==> src/rtl/uart_send.sv <==
// uart_send: 8N1/8N2 UART transmitter fed from an Avalon-MM FIFO read port.
// Each bit lasts OVERSAMPLE baud_tick strobes; frames go out LSB first on tx_wire.
module uart_send #(
   parameter int unsigned OVERSAMPLE = 16,
   parameter int unsigned STOP_BITS  = 1
) (
   input  logic       clk,
   input  logic       rst,
   input  logic       baud_tick,
   input  logic [7:0] data_out,
   input  logic       data_out_wait,
   output logic       data_out_read,
   output logic       tx_wire,
   output logic       tx_busy
);

   localparam int unsigned      TickW    = $clog2(OVERSAMPLE);
   localparam logic [TickW-1:0] TickLast = TickW'(OVERSAMPLE - 1);
   localparam logic [2:0]       StopLast = 3'(STOP_BITS - 1);

   typedef enum logic [1:0] {StIdle, StStart, StData, StStop} state_e;

   state_e           state_q, state_d;
   logic [TickW-1:0] tick_q, tick_d;
   logic [2:0]       bit_q, bit_d;
   logic [7:0]       shift_q, shift_d;
   logic             tx_q, tx_d;
   logic             period_end;

   assign period_end    = baud_tick && (tick_q == TickLast);
   assign data_out_read = (state_q == StIdle) && !rst;
   assign tx_busy       = (state_q != StIdle);
   assign tx_wire       = tx_q;

   always_comb begin
      state_d = state_q;
      tick_d  = tick_q;
      bit_d   = bit_q;
      shift_d = shift_q;
      tx_d    = 1'b1;

      if (baud_tick && (state_q != StIdle)) begin
         tick_d = period_end ? '0 : tick_q + 1'b1;
      end

      unique case (state_q)
         StIdle: begin
            if (!data_out_wait) begin
               shift_d = data_out;
               state_d = StStart;
            end
         end
         StStart: begin
            if (period_end) state_d = StData;
         end
         StData: begin
            if (period_end) begin
               shift_d = {1'b0, shift_q[7:1]};
               if (bit_q == 3'd7) state_d = StStop;
               else               bit_d   = bit_q + 3'd1;
            end
         end
         StStop: begin
            // bit_q is reused to count stop periods
            if (period_end) begin
               if (bit_q == StopLast) state_d = StIdle;
               else                   bit_d   = bit_q + 3'd1;
            end
         end
         default: state_d = StIdle;
      endcase

      // Every state entry starts a fresh bit period
      if (state_d != state_q) begin
         tick_d = '0;
         bit_d  = '0;
      end

      // Line level is registered from the next state so it changes with the state
      unique case (state_d)
         StStart: tx_d = 1'b0;
         StData:  tx_d = shift_d[0];
         default: tx_d = 1'b1;
      endcase
   end

   always_ff @(posedge clk) begin
      if (rst) begin
         state_q <= StIdle;
         tick_q  <= '0;
         bit_q   <= '0;
         shift_q <= '0;
         tx_q    <= 1'b1;
      end else begin
         state_q <= state_d;
         tick_q  <= tick_d;
         bit_q   <= bit_d;
         shift_q <= shift_d;
         tx_q    <= tx_d;
      end
   end

endmodule

==> config.mk <==
export PLATFORM = sky130hd
export DESIGN_NAME = uart_send
export DESIGN_NICKNAME = d
export VERILOG_FILES = /design/src/rtl/uart_send.sv
export SDC_FILE = /design/constraint.sdc
export NUM_CORES = 1
export LEC_CHECK = 0
export ABC_CLOCK_PERIOD_IN_PS = 2100
export CAP_MARGIN = 20
export CORE_MARGIN = 3
export CORE_UTILIZATION = 45
export CTS_CLUSTER_DIAMETER = 60
export CTS_CLUSTER_SIZE = 20
export DETAILED_ROUTE_END_ITERATION = 12
export PLACE_DENSITY = 0.75
export SLEW_MARGIN = 30
export SYNTH_ARGS = -nofsm -noshare
export SYNTH_HDL_FRONTEND = slang
export SYNTH_SLANG_ARGS = --single-unit
==> constraint.sdc <==
create_clock -name clk -period 2.1 [get_ports clk]
set_input_delay 0.42 -clock clk [delete_from_list [all_inputs] [get_ports clk]]
set_output_delay 0.42 -clock clk [all_outputs]
set_load 0.02 [all_outputs]
# ---- After elaboration in Yosys (flattened, before gate mapping)
# Index checks and enable logic that the tools add are counted.
dict set report word_totals {
  output_inout_bits 3
  in_bits 12
  wordCells 50
  regBits 18
}
dict set report classes {
  eq_ne 13
  muxes 17
  reduce_logical 12
  n_addsub 2
}
# cell count
set op_table {}
lappend op_table {{$mux 8} 2}
lappend op_table {{$pmux 8 s2} 1}
lappend op_table {{$mux 2} 6}
lappend op_table {{$mux 3} 4}
lappend op_table {{$ne 2x2->1 const B} 5}
lappend op_table {{$pmux 2 s4} 1}
lappend op_table {{$eq 2x2->1 const B} 3}
lappend op_table {{$pmux 3 s2} 1}
lappend op_table {{$reduce_bool 2->1} 3}
lappend op_table {{$reduce_and 5->1} 1}
lappend op_table {{$add 4x1->4 const B} 1}
lappend op_table {{$eq 2x1->1 const B} 2}
lappend op_table {{$eq 4x4->1 const B} 1}
lappend op_table {{$mux 4} 1}
lappend op_table {{$add 3x1->3 const B} 1}
lappend op_table {{$eq 3x3->1 const B} 1}
lappend op_table {{$logic_and 1x1->1} 3}
lappend op_table {{$logic_not 3->1} 1}
lappend op_table {{$reduce_and 3->1} 1}
lappend op_table {{$logic_not 2->1} 1}
lappend op_table {{$ne 2x2->1} 1}
lappend op_table {{$pmux 1 s2} 1}
lappend op_table {{$reduce_or 2->1} 1}
lappend op_table {{$logic_not 1->1} 1}

# ---- Longest topological paths before layout
dict set report logic_depth {
  word_depth 6
  depth_mapped 6
  depth_no_buf 6
}

# ---- Worst setup path after synthesis
# No wires, ideal clock.
dict set report synth_timing {
  path_type {register to register}
  from {reg bit_q[0]}
  to {reg bit_q[1]}
  n_path_buf 0
  slack_ps 538
  t_required_ps 1967
  period_less_slack_ps 1562
  stages_incl_launch_ff 7
  arrival_ps 1429
  setup_time_ps 133
  cell_sequence {dfxtp_1 -> ha_1 -> ha_1 -> nor2b_1 -> a2111o_1 -> mux2i_1 -> nor2_1}
}
dict set report synth_between {
  elab_chain_cells 6
  elab_cells_between_ends 18
  cone_classes {add/sub: 1; eq/ne: 4; mux: 10; reduce/logical: 3}
}
# element line_no
set synth_lines {}
lappend synth_lines {{start: declaration} 25} ;# logic [2:0] bit_q, bit_d;
lappend synth_lines {{start signal: assignment} 97} ;# bit_q <= bit_d;
lappend synth_lines {{$eq 3x3->1 / $logic_not 3->1 (equally long branches)} {59, 66}}
lappend synth_lines {{$mux 2, on equally long branches} {59, 66}}
lappend synth_lines {{$mux 2, on equally long branches} {57, 65}}
lappend synth_lines {{$pmux 2 s4} 46} ;# unique case (state_q)
lappend synth_lines {{$ne 2x2->1} 74} ;# if (state_d != state_q) begin
lappend synth_lines {{$reduce_or 2->1 (no source line)} n/a}
# Several ways; a longest one is shown, not always the timed one. The select of a mux whose other input is x is not followed.
# A chain may end at the register's enable or synchronous reset.

# ---- Final worst setup path
dict set report layout_timing {
  from {reg state_q[1]}
  to {out tx_busy}
}
dict set report layout_between {
  elab_chain_cells 1
}
# element line_no
set layout_lines {}
lappend layout_lines {{start: declaration} 23} ;# state_e state_q, state_d;
lappend layout_lines {{start signal: assignment} 89} ;# state_q <= StIdle;
lappend layout_lines {{start signal: assignment} 95} ;# state_q <= state_d;
lappend layout_lines {{$reduce_bool 2->1} 32} ;# assign tx_busy = (state_q != StIdle);
lappend layout_lines {{end: declaration} 14} ;# output logic tx_busy
# No other way between the ends.

==> flow_summary.json <==
{
  "clock_skew_ps": 2.27,
  "drt_iter0_drc": 8,
  "yosysUniqueCellTypes": 37,
  "yosysTopAreaCellShare_pct": 39.0,
  "slew_headroom_pct": 72.8,
  "reg2reg_to": "bit_q[2]$_SDFFE_PP0P_",
  "finalHoldViolations": 0,
  "worstPathCellList": "or2_1 -> clkdlybuf4s50_1",
  "clock_sinks": 18,
  "min_period_ps": 1900,
  "start_kind": "flip-flop",
  "power_density_nw_per_um2": 555,
  "synth_seq_area_share_pct": 39.0,
  "leakage_nw": 0.452,
  "final_cells": 146,
  "synth_area_um2": 925,
  "cp_data_required_time_ps": 1680,
  "start_util_pct": 50.3,
  "synth_seq_cells": 18,
  "insertion_delay_ps": 300,
  "drv_slew": 0,
  "grt_first_pass_wirelength_um": 3120,
  "ys_top_cells_by_area": "dfxtp_1, a21oi_1, ha_1",
  "grt_max_degree": 13,
  "cap_viol_max_count": 0,
  "viasPerCell": 5.30,
  "wl_per_cell_um": 12.8,
  "met2_length_um": 857,
  "ys.flop_type": "dfxtp_1",
  "ys_warn_count": 0,
  "cts_setup_buffers": 0,
  "drc": 0,
  "cts_buffers": 3,
  "rows": 15,
  "clk_pin_slew_ps": 100,
  "syn_to_final_growth_pct": 23.5,
  "cp_max_fo": 4,
  "rsz0062_at_grt": "false",
  "netlist_instances": 101,
  "reg2reg_from": "bit_q[0]$_SDFFE_PP0P_",
  "end_kind": "primary output",
  "antenna_cells": 0,
  "num_vias": 774,
  "holdPathStages": 2,
  "yosysMostFrequentCell": "dfxtp_1",
  "cts-htree-levels": 1,
  "hp-class": "flip-flop to flip-flop",
  "clockBufferDepth": 2,
  "setup_viol": 0,
  "wl_met1_um": 870,
  "place_inst": 143,
  "cp_slowest_cell": "clkdlybuf4s50_1",
  "synth_commonest_cells": "dfxtp_1, a21oi_1, nor2_1",
  "yosysTopAreaCell": "dfxtp_1",
  "grt_pass1_vias": 737,
  "fp.dieH_um": 51.3,
  "hold_start": "shift_q[6]$_SDFFE_PP0P_",
  "hpwl_um": 1400,
  "synth_edf_count": 0,
  "ant_nets": 0,
  "top_layer": "met4",
  "groute.usage.overall_pct": 16.4,
  "reg2reg_depth": 6,
  "fin_tns_setup_ps": 0,
  "cts_tree": "built",
  "drtPass1Iterations": 4,
  "min_to": "shift_q[6]$_SDFFE_PP0P_",
  "cpPeakStageDelay_ps": 640,
  "avgSynthCellArea_um2": 9.15,
  "critPathKind": "flip-flop to primary output",
  "clock-root-buffer": "clkbuf_4",
  "reg2reg_slack_ps": 430,
  "dieWidth_um": 51.3,
  "core_um2": 1840,
  "nets": 139,
  "wl_met3_um": 108,
  "tightest_slew_ps": 406,
  "dieArea_um2": 2630,
  "portBuffers": 14,
  "antenna_found_initial": 0,
  "cp.arrival_ps": 1480,
  "syn_nets": 117,
  "num_io_pins": 15,
  "fmax_mhz": 526,
  "period_share_pct": 90.5,
  "wl_um": 1880,
  "vdd_drop_max_v": 0.000458,
  "gp_congestion": 0.728,
  "overflow": 0,
  "async_reset_ff_share_pct": 0,
  "status": "finished clean",
  "drive_gt1_share_pct": 13.2
}
-- timing repair --
item	4_1_cts	5_1_grt
gates resized for setup	0	1
setup endpoints to repair	0	1
hold buffers	0	0
-- layout by cell type, fill, tap and decap left out --
cell type | Yosys | final
nor3_2 | 1 | 1
nand4_2 | 1 | 1
a22oi_1 | 6 | 6
a21oi_1 | 12 | 12
xor2_1 | 1 | 1
nor2b_1 | 3 | 3
o211a_1 | 1 | 1
a2111o_1 | 1 | 1
nor3b_1 | 1 | 1
nand2b_1 | 1 | 1
buf_4 | 0 | 7
o221ai_1 | 1 | 1
or2_1 | 1 | 1
a311oi_1 | 1 | 1
dfxtp_1 | 18 | 18
o21ai_0 | 1 | 1
clkbuf_4 | 0 | 3
mux2i_1 | 2 | 2
xnor2_1 | 1 | 1
inv_1 | 4 | 4
dlymetal6s2s_1 | 0 | 1
ha_1 | 4 | 4
nand2_1 | 9 | 9
clkdlybuf4s50_1 | 0 | 13
a32oi_1 | 1 | 1
o211ai_1 | 1 | 1
nand3_1 | 2 | 2
and3_1 | 1 | 1
nor2_2 | 1 | 1
nor2_1 | 11 | 11
o31ai_2 | 1 | 1
and4_1 | 2 | 2
a311o_1 | 1 | 1
and2_1 | 1 | 1
a221oi_4 | 1 | 1
nor3_1 | 2 | 2
nand4_1 | 1 | 1
o22a_4 | 1 | 1
-- worst max-delay path by stage --
stage	slack [ps]	end	cells past startpoint	from
global route	110	tx_busy	2	state_q[1]$_SDFF_PP0_
CTS	30	data_out_read	3	state_q[0]$_SDFF_PP0_
finish	200	tx_busy	2	state_q[1]$_SDFF_PP0_
global placement	80	data_out_read	3	rst
floorplan	540	bit_q[1]$_SDFFE_PP0P_	6	bit_q[0]$_SDFFE_PP0P_
detailed placement	80	data_out_read	3	rst
-- flip-flops by register name, summed over array words and instances, names as in the netlist --
signal / cells
shift_q: 8
tick_q: 4
bit_q: 3
state_q: 2
tx_wire: 1
-- power by group --
part / switching (mW) / leakage (nW) / internal [mW]
Combinational: 0.0458 / 0.291 / 0.0550
Clock: 0.106 / 0.0138 / 0.0670
Sequential: 0.00716 / 0.147 / 0.354
-- cell families after synthesis --
| logic type | after synthesis | share of synthesized area, % |
|---|---|---|
| flip-flops | 18 | 39.0 |
| buffers and inverters | 8 | 5.01 |
| multiplexers | 2 | 2.17 |
| XOR/XNOR | 2 | 1.89 |
| AND/OR/NAND/NOR | 38 | 21.5 |
| AO/OA/AOI/OAI | 29 | 25.0 |
| adder cells (fa/ha/maj) | 4 | 5.41 |
-- metrics by stage --
stage	setup WS [ps]	hold WS (ps)	cell area [um^2]	utilization [%]	power, mW
floorplan	538	436	925	-	0.421
global placement	82.9	446	1120	60.7	0.467
detailed placement	80.1	448	1120	60.7	0.470
CTS	28.9	462	1140	62.0	0.644
global route	108	481	1140	62.1	0.664
finish	200	458	1140	62.1	0.634
-- worst max-delay path, delay by kind of cell (launching register included) --
kind	cells	cell delay (ps)
buffers and inverters	1	640
DFF	1	340
and+or+nand+nor	1	210
-- cell type report --
class	count	area, um^2
tap	25	31.3
clock buffer	3	22.5
fill	179	697
inverter	4	15.0
timing repair buffer	21	195
multi-input combinational	75	518
sequential	18	360
-- metal layers --
metal / GRT usage [%] / up-vias
met3: 6.71 / 5
met4: 9.17 / 0
met5: 0 / -
met2: 24.9 / 15
met1: 19.3 / 345
li1: - / 409
Note: power is estimated with default switching activity, not from simulation.
